**src/rtl/fp_align_add.sv**
```systemverilog
// fp_align_add: alignment-and-add stage of the binary32 adder.
//
// Accepts an operand pair over a valid/ready handshake, classifies both
// operands, puts the larger magnitude first, right-shifts the smaller
// mantissa a few bits per cycle (collecting a sticky bit), then adds or
// subtracts. The registered result is held until the normalize/round stage
// takes it.
//
// Ports
//   clk, rst_n            clock, asynchronous active-low reset
//   in_valid / in_ready   operand handshake (in_ready only in IDLE)
//   A, B                  binary32 operands
//   out_valid / out_ready result handshake (out_valid only in DONE)
//   alignedResult         32-bit sum/difference, hidden 1 at bit 31,
//                         bits [7:0] are extension bits
//   carryOut, sticky      carry of the add, OR of bits shifted past bit 0
//   exponentOut           biased exponent of the larger operand
//   alignedSign           sign of the result
//   ANaN..Bzero           operand classification flags
//   signA, signB          sign bits of the captured operands
//   outA, outB            captured operands, unmodified
//
// state | meaning
// ------+---------------------------------------------------------------
// IDLE  | waiting for an operand pair; in_ready = 1
// ALIGN | shifting the smaller mantissa right, up to SHIFT_PER_CYCLE/cycle
// ADD   | add/subtract aligned mantissas, load the output registers
// DONE  | result held on the outputs until out_ready

module fp_align_add #(
    parameter int SHIFT_PER_CYCLE = 4
) (
    input  logic        clk,
    input  logic        rst_n,
    input  logic        in_valid,
    output logic        in_ready,
    input  logic [31:0] A,
    input  logic [31:0] B,
    output logic        out_valid,
    input  logic        out_ready,
    output logic [31:0] alignedResult,
    output logic        carryOut,
    output logic        sticky,
    output logic [7:0]  exponentOut,
    output logic        alignedSign,
    output logic        ANaN,
    output logic        BNaN,
    output logic        Ainf,
    output logic        Binf,
    output logic        Azero,
    output logic        Bzero,
    output logic        signA,
    output logic        signB,
    output logic [31:0] outA,
    output logic [31:0] outB
);

    typedef enum logic [1:0] {
        S_IDLE  = 2'd0,
        S_ALIGN = 2'd1,
        S_ADD   = 2'd2,
        S_DONE  = 2'd3
    } state_t;

    localparam logic [5:0] P_SPC = 6'(SHIFT_PER_CYCLE);

    state_t r_state;
    state_t w_state_nxt;

    // working registers
    logic [31:0] r_mx;
    logic [31:0] r_my;
    logic [5:0]  r_rem;
    logic        r_stk;
    logic        r_sign_x;
    logic        r_sign_y;
    logic [7:0]  r_ex;
    logic [31:0] r_a;
    logic [31:0] r_b;
    logic [5:0]  r_flags;

    // output registers
    logic [31:0] r_res;
    logic        r_cout;
    logic        r_sticky;
    logic [7:0]  r_exp_out;
    logic        r_sign_out;
    logic [5:0]  r_flags_out;
    logic [31:0] r_out_a;
    logic [31:0] r_out_b;

    // accept-time classification and ordering
    logic        w_accept;
    logic        w_a_nan, w_b_nan, w_a_inf, w_b_inf, w_a_zero, w_b_zero;
    logic [5:0]  w_flags;
    logic        w_special;
    logic        w_a_lead;
    logic [31:0] w_x;
    logic [31:0] w_y;
    logic [7:0]  w_rem_full;
    logic        w_far;
    logic [31:0] w_mx_init;
    logic [31:0] w_my_init;

    // align step
    logic [5:0]  w_step;
    logic [31:0] w_my_shift;
    logic [31:0] w_lost_mask;
    logic        w_lost;
    logic [5:0]  w_rem_nxt;

    // add step
    logic        w_same_sign;
    logic [32:0] w_sum;
    logic [32:0] w_diff;
    logic [31:0] w_add_res;
    logic        w_add_cout;
    logic        w_add_sticky;
    logic        w_add_sign;

    assign w_accept = in_valid && (r_state == S_IDLE);

    assign w_a_nan  = (A[30:23] == 8'hFF) && (A[22:0] != 23'd0);
    assign w_b_nan  = (B[30:23] == 8'hFF) && (B[22:0] != 23'd0);
    assign w_a_inf  = (A[30:23] == 8'hFF) && (A[22:0] == 23'd0);
    assign w_b_inf  = (B[30:23] == 8'hFF) && (B[22:0] == 23'd0);
    // denormals flush to zero, so only the exponent matters
    assign w_a_zero = (A[30:23] == 8'h00);
    assign w_b_zero = (B[30:23] == 8'h00);
    assign w_flags   = {w_a_nan, w_b_nan, w_a_inf, w_b_inf, w_a_zero, w_b_zero};
    assign w_special = |w_flags;

    // comparing {exp, frac} as one unsigned field orders magnitudes; ties keep A first
    assign w_a_lead   = (A[30:0] >= B[30:0]);
    assign w_x        = w_a_lead ? A : B;
    assign w_y        = w_a_lead ? B : A;
    assign w_rem_full = w_x[30:23] - w_y[30:23];
    assign w_far      = (w_rem_full >= 8'd32);
    assign w_mx_init  = {1'b1, w_x[22:0], 8'h00};
    assign w_my_init  = {1'b1, w_y[22:0], 8'h00};

    assign w_step      = (r_rem < P_SPC) ? r_rem : P_SPC;
    assign w_my_shift  = r_my >> w_step;
    assign w_lost_mask = ~(32'hFFFF_FFFF << w_step);
    assign w_lost      = |(r_my & w_lost_mask);
    assign w_rem_nxt   = r_rem - w_step;

    // X >= Y in magnitude, so the difference never goes negative; the sticky
    // bit takes part as a 33rd bit so the borrow from it is not lost
    assign w_same_sign = (r_sign_x == r_sign_y);
    assign w_sum       = {1'b0, r_mx} + {1'b0, r_my};
    assign w_diff      = {r_mx, 1'b0} - {r_my, r_stk};

    always_comb begin
        w_add_res    = w_sum[31:0];
        w_add_cout   = w_sum[32];
        w_add_sticky = r_stk;
        w_add_sign   = r_sign_x;
        if (!w_same_sign) begin
            w_add_res    = w_diff[32:1];
            w_add_cout   = 1'b0;
            w_add_sticky = w_diff[0];
            w_add_sign   = (w_diff == 33'd0) ? 1'b0 : r_sign_x;
        end
    end

    always_ff @(posedge clk or negedge rst_n) begin
        if (!rst_n) begin
            r_state <= S_IDLE;
        end else begin
            r_state <= w_state_nxt;
        end
    end

    always_comb begin
        w_state_nxt = r_state;
        case (r_state)
            S_IDLE: begin
                if (w_accept) begin
                    if (w_special) begin
                        w_state_nxt = S_DONE;
                    end else if (w_far || (w_rem_full == 8'd0)) begin
                        w_state_nxt = S_ADD;
                    end else begin
                        w_state_nxt = S_ALIGN;
                    end
                end
            end
            S_ALIGN: begin
                if (w_rem_nxt == 6'd0) begin
                    w_state_nxt = S_ADD;
                end
            end
            S_ADD: begin
                w_state_nxt = S_DONE;
            end
            S_DONE: begin
                if (out_ready) begin
                    w_state_nxt = S_IDLE;
                end
            end
            default: begin
                w_state_nxt = S_IDLE;
            end
        endcase
    end

    always_ff @(posedge clk or negedge rst_n) begin
        if (!rst_n) begin
            r_mx        <= 32'd0;
            r_my        <= 32'd0;
            r_rem       <= 6'd0;
            r_stk       <= 1'b0;
            r_sign_x    <= 1'b0;
            r_sign_y    <= 1'b0;
            r_ex        <= 8'd0;
            r_a         <= 32'd0;
            r_b         <= 32'd0;
            r_flags     <= 6'd0;
            r_res       <= 32'd0;
            r_cout      <= 1'b0;
            r_sticky    <= 1'b0;
            r_exp_out   <= 8'd0;
            r_sign_out  <= 1'b0;
            r_flags_out <= 6'd0;
            r_out_a     <= 32'd0;
            r_out_b     <= 32'd0;
        end else begin
            case (r_state)
                S_IDLE: begin
                    if (w_accept) begin
                        r_a     <= A;
                        r_b     <= B;
                        r_flags <= w_flags;
                        if (w_special) begin
                            r_res       <= 32'd0;
                            r_cout      <= 1'b0;
                            r_sticky    <= 1'b0;
                            r_exp_out   <= 8'd0;
                            r_sign_out  <= 1'b0;
                            r_flags_out <= w_flags;
                            r_out_a     <= A;
                            r_out_b     <= B;
                        end else begin
                            r_mx     <= w_mx_init;
                            r_my     <= w_far ? 32'd0 : w_my_init;
                            r_stk    <= w_far;
                            r_rem    <= w_far ? 6'd0 : w_rem_full[5:0];
                            r_sign_x <= w_x[31];
                            r_sign_y <= w_y[31];
                            r_ex     <= w_x[30:23];
                        end
                    end
                end
                S_ALIGN: begin
                    r_my  <= w_my_shift;
                    r_stk <= r_stk | w_lost;
                    r_rem <= w_rem_nxt;
                end
                S_ADD: begin
                    r_res       <= w_add_res;
                    r_cout      <= w_add_cout;
                    r_sticky    <= w_add_sticky;
                    r_exp_out   <= r_ex;
                    r_sign_out  <= w_add_sign;
                    r_flags_out <= r_flags;
                    r_out_a     <= r_a;
                    r_out_b     <= r_b;
                end
                default: begin
                end
            endcase
        end
    end

    assign in_ready      = (r_state == S_IDLE);
    assign out_valid     = (r_state == S_DONE);
    assign alignedResult = r_res;
    assign carryOut      = r_cout;
    assign sticky        = r_sticky;
    assign exponentOut   = r_exp_out;
    assign alignedSign   = r_sign_out;
    assign {ANaN, BNaN, Ainf, Binf, Azero, Bzero} = r_flags_out;
    assign signA         = r_out_a[31];
    assign signB         = r_out_b[31];
    assign outA          = r_out_a;
    assign outB          = r_out_b;

endmodule

```
**config.mk**
```make
export PLATFORM = sky130hd
export DESIGN_NAME = fp_align_add
export DESIGN_NICKNAME = d
export VERILOG_FILES = /design/src/rtl/fp_align_add.sv
export SDC_FILE = /design/constraint.sdc
export NUM_CORES = 1
export LEC_CHECK = 0
export ABC_AREA = 1
export BUFFER_PORTS_ARGS = -buffer_cell sky130_fd_sc_hd__buf_2
export CAP_MARGIN = 15
export CORE_ASPECT_RATIO = 0.75
export CORE_UTILIZATION = 55
export DETAILED_ROUTE_END_ITERATION = 7
export PLACE_DENSITY = 0.74
export SLEW_MARGIN = 20
export SYNTH_ARGS = -nofsm -noshare
export SYNTH_HDL_FRONTEND = slang
export SYNTH_SLANG_ARGS = --single-unit
```
**constraint.sdc**
```tcl
create_clock -name clk -period 6.53 [get_ports clk]
set_input_delay 1.306 -clock clk [delete_from_list [all_inputs] [get_ports clk]]
set_output_delay 1.306 -clock clk [all_outputs]
set_load 0.1 [all_outputs]
```
# Word-level counts from Yosys, hierarchy flattened
# Index checks and enable logic that the tools add are counted.
# W data, S select, Z words.
[word_totals]
register_bits = 258
inputBits = 68
output_inout_bits = 117
wordCells = 113
[classes]
add_sub_neg = 4
magnitude_cmp = 3
n_eq_ne = 11
shift = 2
n_mux = 45
bitwise_logic = 4
reduce_logical = 25
[ops]
columns = ["operator", "n"]
rows = [
  ["$mux W32", 12],
  ["$pmux W32 S2", 4],
  ["$logic_not A23 Y1", 2],
  ["$reduce_bool A23 Y1", 2],
  ["$mux W6", 6],
  ["$add A32 B32 Y33", 1],
  ["$logic_not A33 Y1", 1],
  ["$sub A33 B33 Y33", 1],
  ["$and A32 B32 Y32", 1],
  ["$not A32 Y32", 1],
  ["$reduce_or A32 Y1", 1],
  ["$shl A32 B6 Y32 const A", 1],
  ["$shr A32 B6 Y32", 1],
  ["$ge A31 B31 Y1", 1],
  ["$logic_not A8 Y1", 3],
  ["$pmux W6 S2", 2],
  ["$eq A8 B8 Y1 const B", 2],
  ["$mux W8", 2],
  ["$pmux W8 S2", 1],
  ["$reduce_and A3 Y1", 4],
  ["$mux W2", 5],
  ["$ge A8 B6 Y1 const B", 1],
  ["$mux W1", 8],
  ["$pmux W1 S2", 4],
  ["18 further kinds", 27],
]

# Longest topological paths before layout
# Gate-level depths: netlist of run 1.
[logic_depth]
ltp_word = 9
ltp_mapped = 25
mapped_depth_nobuf = 25

# Worst setup path after synthesis of run 1
# Ideal clock, no wire load.
[synth_path]
path_kind = "in2reg"
startpoint = "input port B[25]"
endpoint = "register r_stk"
setup_time_ns = 0.119
t_arrival_ns = 3.621
required_time_ns = 6.411
slack_ns = 2.790
stages = 22
path_buffers = 0
cell_sequence = "inv_1 ha_1 nand2_1 inv_2 nand2_1 nand2_1 a21oi_1 nand2_1 nor2_4 nand2_4 nand2_1 nand3_1 ha_1 inv_1 nand2_1 nand3_1 nand3_1 nand2_1 nand2_1 nor2_4 nand3_1 o21a_1"
[synth_between]
elab_chain_len = 7
elab_cells_between_ends = 15
cone_classes = "1 x add/sub; 2 x order compare; 2 x eq/ne; 5 x mux; 5 x reduce/logical"
[synth_lines]
columns = ["element", "line", "rtl"]
rows = [
  ["start: declaration", "38", "input logic [31:0] B,"],
  ["$ge A31 B31 Y1", "134", "assign w_a_lead = (A[30:0] >= B[30:0]);"],
  ["$mux W32, on equally long branches", "135, 136", ""],
  ["$sub A8 B8 Y8", "137", "assign w_rem_full = w_x[30:23] - w_y[30:23];"],
  ["$ge A8 B6 Y1", "138", "assign w_far = (w_rem_full >= 8'd32);"],
  ["$mux W1", "235", "if (w_special) begin"],
  ["$mux W1", "231", "if (w_accept) begin"],
  ["$pmux W1 S2", "229", "case (r_state)"],
  ["end signal: assignment", "247", "r_stk <= w_far;"],
  ["end signal: assignment", "257", "r_stk <= r_stk | w_lost;"],
  ["end: declaration", "74", "logic r_stk;"],
]
# Parallel ways exist; a longest one is shown, timed or not. The select of a mux whose other input is x is not followed.
# A chain may end at the register's enable or synchronous reset.

# Worst setup path in the final report of run 1
[layout_path]
startpoint = "input port B[27]"
endpoint = "register r_stk"
# Same word-level chain as after synthesis.

==> summary.md, run 1 <==
| Metric | Value |
|---|---|
| Slowest cell on crit path | nand2_4 |
| Met3 usage | 0.0958 |
| Slew margin rel. | 0.221 |
| WP data required | 6.96 ns |
| Worst reg2reg path depth | 11 |
| Fin. Hold Viols | 0 |
| Synth top area cells | dfrtp_1 (39%), nand2_1 (13%), o21ai_0 (8.1%) |
| Synthesized cell area | 16600 um^2 |
| Hold Path Depth | 2 |
| CTS sink cnt | 258 |
| Hold crit path type | reg -> reg |
| Fin crit period | 4.80 ns |
| Area leader, netlist | dfrtp_1 |
| Post-synth EDFFs | 0 |
| Core Area | 29300 um^2 |
| Vert. Die Dim | 152 um |
| CTS buffer count | 26 |
| Setup TNS | 0 ns |
| Syn. warnings | 0 |
| Gpl congestion | 1.01 |
| Worst path max stage delay | 0.53 ns |
| Final period util | 0.735 |
| Wire length per cell | 19.9 um |
| Final instance area | 18600 um^2 |
| Async S/R FF share, synth | 1.00 |
| GR Layer Usage met1 | 0.537 |
| Row cnt | 54 |
| Area growth syn-to-layout | 12.1% |
| Critical path depth | 22 |
| Seq/Total Area, Yosys | 0.389 |
| Drt total wl | 55800 um |
| Slew @ Worst Pin | 1.17 ns |
| Starting Density | 0.565 |
| Die span in x | 202 um |
| Post-route DRC | 0 |
| Non-Filler Instances | 2800 |
| Met2 Track Usage GR | 0.522 |
| Post-CTS Hold Fix Bufs | 0 |
| CTS H-tree lvls | 1 |
| Worst-path clk slew | 0.07 ns |
| Share of post-route cells with drive strength above 1 | 0.115 |
| Instance count of the mapped netlist | 2281 |
| Initial antenna violation count | 0 |
| Max Slew Vio Count | 0 |
| Most used cell, CP | nand2_1 |
| Post CTS Setup Buffer Count | 0 |
| Largest net degree at the start of global routing | 175 |
| Tot GR Track Use | 0.362 |
| Yosys cell types | 62 |
| Synth top area share | 0.389 |
| Antenna cells | 0 |
| #FFs+latches synth | 258 |
| RSZ-0062 raised after global routing | no |
| Vias in the first global route | 15652 |
| Crit path buf inv count | 3 |
| Routed Antenna Nets | 0 |
| First-pass GRT wire length | 87800 um |
| Port bufs | 184 |
| Grt total ovfl | 0 |
| Syn Nets | 2435 |
| Most Crowded Layer GR | met1 |
| Post_cts resized | 0 |
| Most frequent cells in the layout | nand2_1 (561), o21ai_0 (269), dfrtp_1 (258) |
| Mean Syn Cell Area | 7.27 um^2 |
| Top delay family on crit path | simple AND/OR/NAND/NOR gates |
| Commonest non-fill, non-tap cell in the layout | nand2_1 |
| DRT iter0 DRCs | 1727 |
| Worst setup EP type | flop |
| Placed Cells | 2754 |
| Vias per inst | 5.93 |
| Most used DFF post-synth | dfrtp_1 |
| Deepest clock path buffer count | 3 |
| Setup violations, final | 0 |
| Final setup skew | 0.0274 ns |
| Drt first pass iters | 5 |
| Routed via count | 16601 |
| CP Cell Sequence | buf_2 -> inv_1 -> ha_1 -> nand2_1 -> nor2_1 -> nand2_1 -> nor2_1 -> nand2_1 -> nand2_1 -> nor2_4 -> nand2_4 -> nand2_1 -> nand3_1 -> ha_1 -> inv_1 -> nand2_1 -> nand3_1 -> nand4_1 -> nand2_1 -> nor2_4 -> nand3_1 -> o21a_1 |
| Max-Cap Viols | 0 |
| Outcome | complete, no violations |
| CP Class | in -> reg |
| Die Footprint | 30800 um^2 |
| Post-layout util | 0.634 |
| Fmax | 208 MHz |
| DP HPWL | 42500 um |
| Clock latency at the later pin of the worst-skew pair | 0.56 ns |
| Startpoint Class | input port |
| Placed standard-cell area | 17700 um^2 |
| CTS root buf | clkbuf_16 |
| CTS tree | yes |
| Io pins | 185 |
| NumNets Final | 2545 |
| FILL cells | 2666 |
| Max FO, Critical Path | 75 |
| WP data arrival | 5.23 ns |
-- Yosys cell counts, types with 2 or more instances --
master and n:
clkinv_1 4, nand4_1 54, o21ai_0 269, a21o_1 4, a21oi_1 126, o21bai_1 5
o32ai_1 4, a22o_1 5, a32o_1 2, o211ai_1 19, and3_1 2, buf_4 2
mux2i_1 5, a211oi_1 5, a221oi_1 2, or2_2 3, nor2_4 2, nor3_1 11
buf_2 4, buf_1 2, xor2_1 38, nor4_1 13, nand3_1 67, nand2_2 4
o221ai_1 9, buf_6 5, o22ai_1 8, o221a_2 11, a21boi_0 3, clkbuf_1 106
o311ai_0 2, nand2_1 562, a22oi_1 11, inv_1 233, dfrtp_1 258, inv_2 2
ha_1 85, o31ai_1 2, nor2_1 236, a31oi_1 74
-- flip-flops by register name (all words and copies together) (netlist names), 8 cells and up --
signal,cells
r_b,32
r_ex,8
outB,32
exponentOut,8
alignedResult,32
r_a,32
outA,32
r_my,32
r_mx,24
-- worst paths after layout --
| path | startpoint | endpoint | slack, ns |
|---|---|---|---|
| setup / recovery | B[27] | r_stk | 1.73 |
| hold / removal | alignedResult[21] | alignedResult[21] | 0.47 |
| setup reg to reg | r_rem[3] | r_my[5] | 2.18 |
| hold reg to reg | alignedResult[21] | alignedResult[21] | 0.47 |
| max in group asynchronous | rst_n | r_my[30] | 4.27 |
| min in group asynchronous | rst_n | outB[6] | 0.75 |
-- logic make-up after synthesis --
group,Yosys count,share of synthesized area
other,1,0.000226
multiplexers,5,0.00302
buffers and inverters,358,0.0841
adder cells (fa/ha/maj),86,0.0654
AO/OA/AOI/OAI,573,0.199
flip-flops,258,0.389
XOR/XNOR,40,0.0216
AND/OR/NAND/NOR,960,0.238
-- worst min-delay path: cells and delay by family (launching register included) --
| family | cells | cell delay, ns |
|---|---|---|
| and+or+nand+nor | 2 | 0.10 |
| DFF | 1 | 0.34 |
-- through the flow --
stage          setup WS (ns)  hold slack, ns
6_report                1.73           0.475
2_1_floorplan           2.79           0.447
5_1_grt                 1.33           0.502
3_3_place_gp            1.31           0.459
3_5_place_dp            1.27           0.461
4_1_cts                 1.81           0.479
-- final cells by class --
cell class,instances,area [um^2],area share
Multi-Input combinational cell,1665,8750,0.471
Sequential cell,258,6460,0.347
Timing Repair Buffer,201,1090,0.0587
Inverter,239,897,0.0483
Clock buffer,33,738,0.0397
Tap cell,392,490,0.0264
Clock inverter,12,163,0.00875
-- layer usage --
layer / share of wire / routed length, um
met3: 0.10 / 5670
met4: 0.023 / 1270
met2: 0.42 / 23500
met5: 0 / 0
met1: 0.46 / 25400
Power of run 1 is not shown: default switching activity piles up to over one toggle a cycle in this logic, so the estimate is an artifact.
==> run 2: changes to the inputs <==
clock period = 4.71 ns   (was 6.53 ns; I/O delays follow)
==> run 2 against run 1 <==
Against the previous run: cell count up 0.57%; wire length up 0.94%; design area up 1.1%; clock skew down 0.018 ns; global-route usage up 0.16 points; critical endpoint is now alignedSign; largest cell class unchanged; highest routed layer unchanged.
==> summary.md, run 2 (synthesis results as in run 1) <==
| Metric | Value |
|---|---|
| Outcome | complete, no violations |
| Non-Filler Instances | 2816 |
| Flop2flop setup slack | 0.79 ns |
| Slew @ Worst Pin | 1.10 ns |
| Max-Cap Viols | 0 |
| Post-CTS Hold Fix Bufs | 0 |
| Most frequent cells in the layout | nand2_1 (561), o21ai_0 (269), dfrtp_1 (258) |
| CTS H-tree lvls | 1 |
| Commonest non-fill, non-tap cell in the layout | nand2_1 |
| Max FO, Critical Path | 7 |
| Vias per inst | 5.97 |
| Post-layout util | 0.641 |
| Starting Density | 0.565 |
| Tot GR Track Use | 0.363 |
| Post_cts resized | 0 |
| Deepest clock path buffer count | 3 |
| Fin crit period | 3.92 ns |
| CP Class | reg -> reg |
| Largest net degree at the start of global routing | 142 |
| NumNets Final | 2559 |
| Slew margin rel. | 0.261 |
| Drt first pass iters | 6 |
| Worst setup path end | alignedSign |
| WP data arrival | 4.32 ns |
| Final period util | 0.832 |
| Clock latency at the later pin of the worst-skew pair | 0.56 ns |
| Setup TNS | 0 ns |
| Gpl congestion | 1.07 |
| Final setup skew | 0.00980 ns |
| Row cnt | 54 |
| Io pins | 185 |
| Critical Path Start | r_my[9] |
| Routed Antenna Nets | 0 |
| Worst reg2reg path depth | 14 |
| CTS tree | yes |
| Wire length per cell | 20.0 um |
| Hold crit path type | in -> async |
| Routed via count | 16808 |
| CTS buffer count | 27 |
| Setup violations, final | 0 |
| Placed Cells | 2767 |
| DP HPWL | 42600 um |
| CTS root buf | clkbuf_16 |
| Die span in x | 202 um |
| Core Area | 29300 um^2 |
| Post CTS Setup Buffer Count | 0 |
| CTS sink cnt | 258 |
| Post-route DRC | 0 |
| Startpoint Class | flop |
| Fin. Hold Viols | 0 |
| Area growth syn-to-layout | 13.3% |
| Worst R2R Start | r_my[9] |
| Worst-path clk slew | 0.06 ns |
| WP data required | 5.11 ns |
| Grt total ovfl | 0 |
| Port bufs | 184 |
| Worst setup EP type | flop |
| RSZ-0062 raised after global routing | no |
| DRT iter0 DRCs | 1834 |
| Initial antenna violation count | 1 |
| Drt total wl | 56400 um |
| Vert. Die Dim | 152 um |
| Fmax | 255 MHz |
| Max Slew Vio Count | 0 |
| Die Footprint | 30800 um^2 |
| Vias in the first global route | 15598 |
| Antenna cells | 0 |
| Share of post-route cells with drive strength above 1 | 0.121 |
| First-pass GRT wire length | 88500 um |
| FF-to-FF End | alignedSign |
[run 2: cell count changes in the layout (fill, tap and decap cells not counted)]
cell       previous run  this run
clkinv_1              4         3
buf_4                15        25
clkbuf_8              4         6
clkinv_4              0         2
inv_2                 2         3
buf_12                1         4
bufinv_16             4         5
clkinv_2              7         5
[run 2: final cells by class]
type                    instances  area [um^2]
clock inverters                13          200
flip-flops and latches        258         6460
fillers                      2626        10500
well taps                     392          490
repair buffers                214         1230
clock buffers                  35          766
multi-input cells            1665         8750
inverters                     239          897
[run 2: per-layer routing]
metal	up-vias	routed length [um]	track usage
li1	7866	-	-
met1	8050	25300	0.545
met2	810	24100	0.535
met3	82	5790	0.0800
met4	0	1130	0.0784
met5	-	0	0
[run 2: critical path, cell delays in order (launching register included)]
cell,delay [ns]
dfrtp_1,0.48
inv_1,0.09
ha_1,0.53
nand2_1,0.17
nor3_1,0.30
nand2_1,0.08
o21ai_0,0.62
a21oi_1,0.17
xor2_1,0.21
nor2_1,0.11
nand2_1,0.06
nor2_1,0.28
nand4_1,0.25
o21ai_0,0.27
o21ai_0,0.13
[run 2: stage by stage]
step           hold slack, ns  setup slack [ns]  area (um^2)
2_1_floorplan           0.447              1.33        16600
3_3_place_gp            0.459             0.366        17800
3_5_place_dp            0.461             0.273        17800
4_1_cts                 0.479             0.814        18800
5_1_grt                 0.302             0.551        18800
6_report                0.283             0.793        18800
[run 2: worst min path at each step]
stage                      startpoint                 to  slack, ns  cells after the start
CTS                          r_mx[31]           r_mx[31]       0.48                      1
floorplan                    r_mx[31]           r_mx[31]       0.45                      1
global route                    rst_n            outB[7]       0.30                      1
global placement             r_mx[31]           r_mx[31]       0.46                      1
finish                          rst_n            outB[6]       0.28                      1
detailed placement  alignedResult[23]  alignedResult[23]       0.46                      2
Power of run 2 is left out for the same reason.
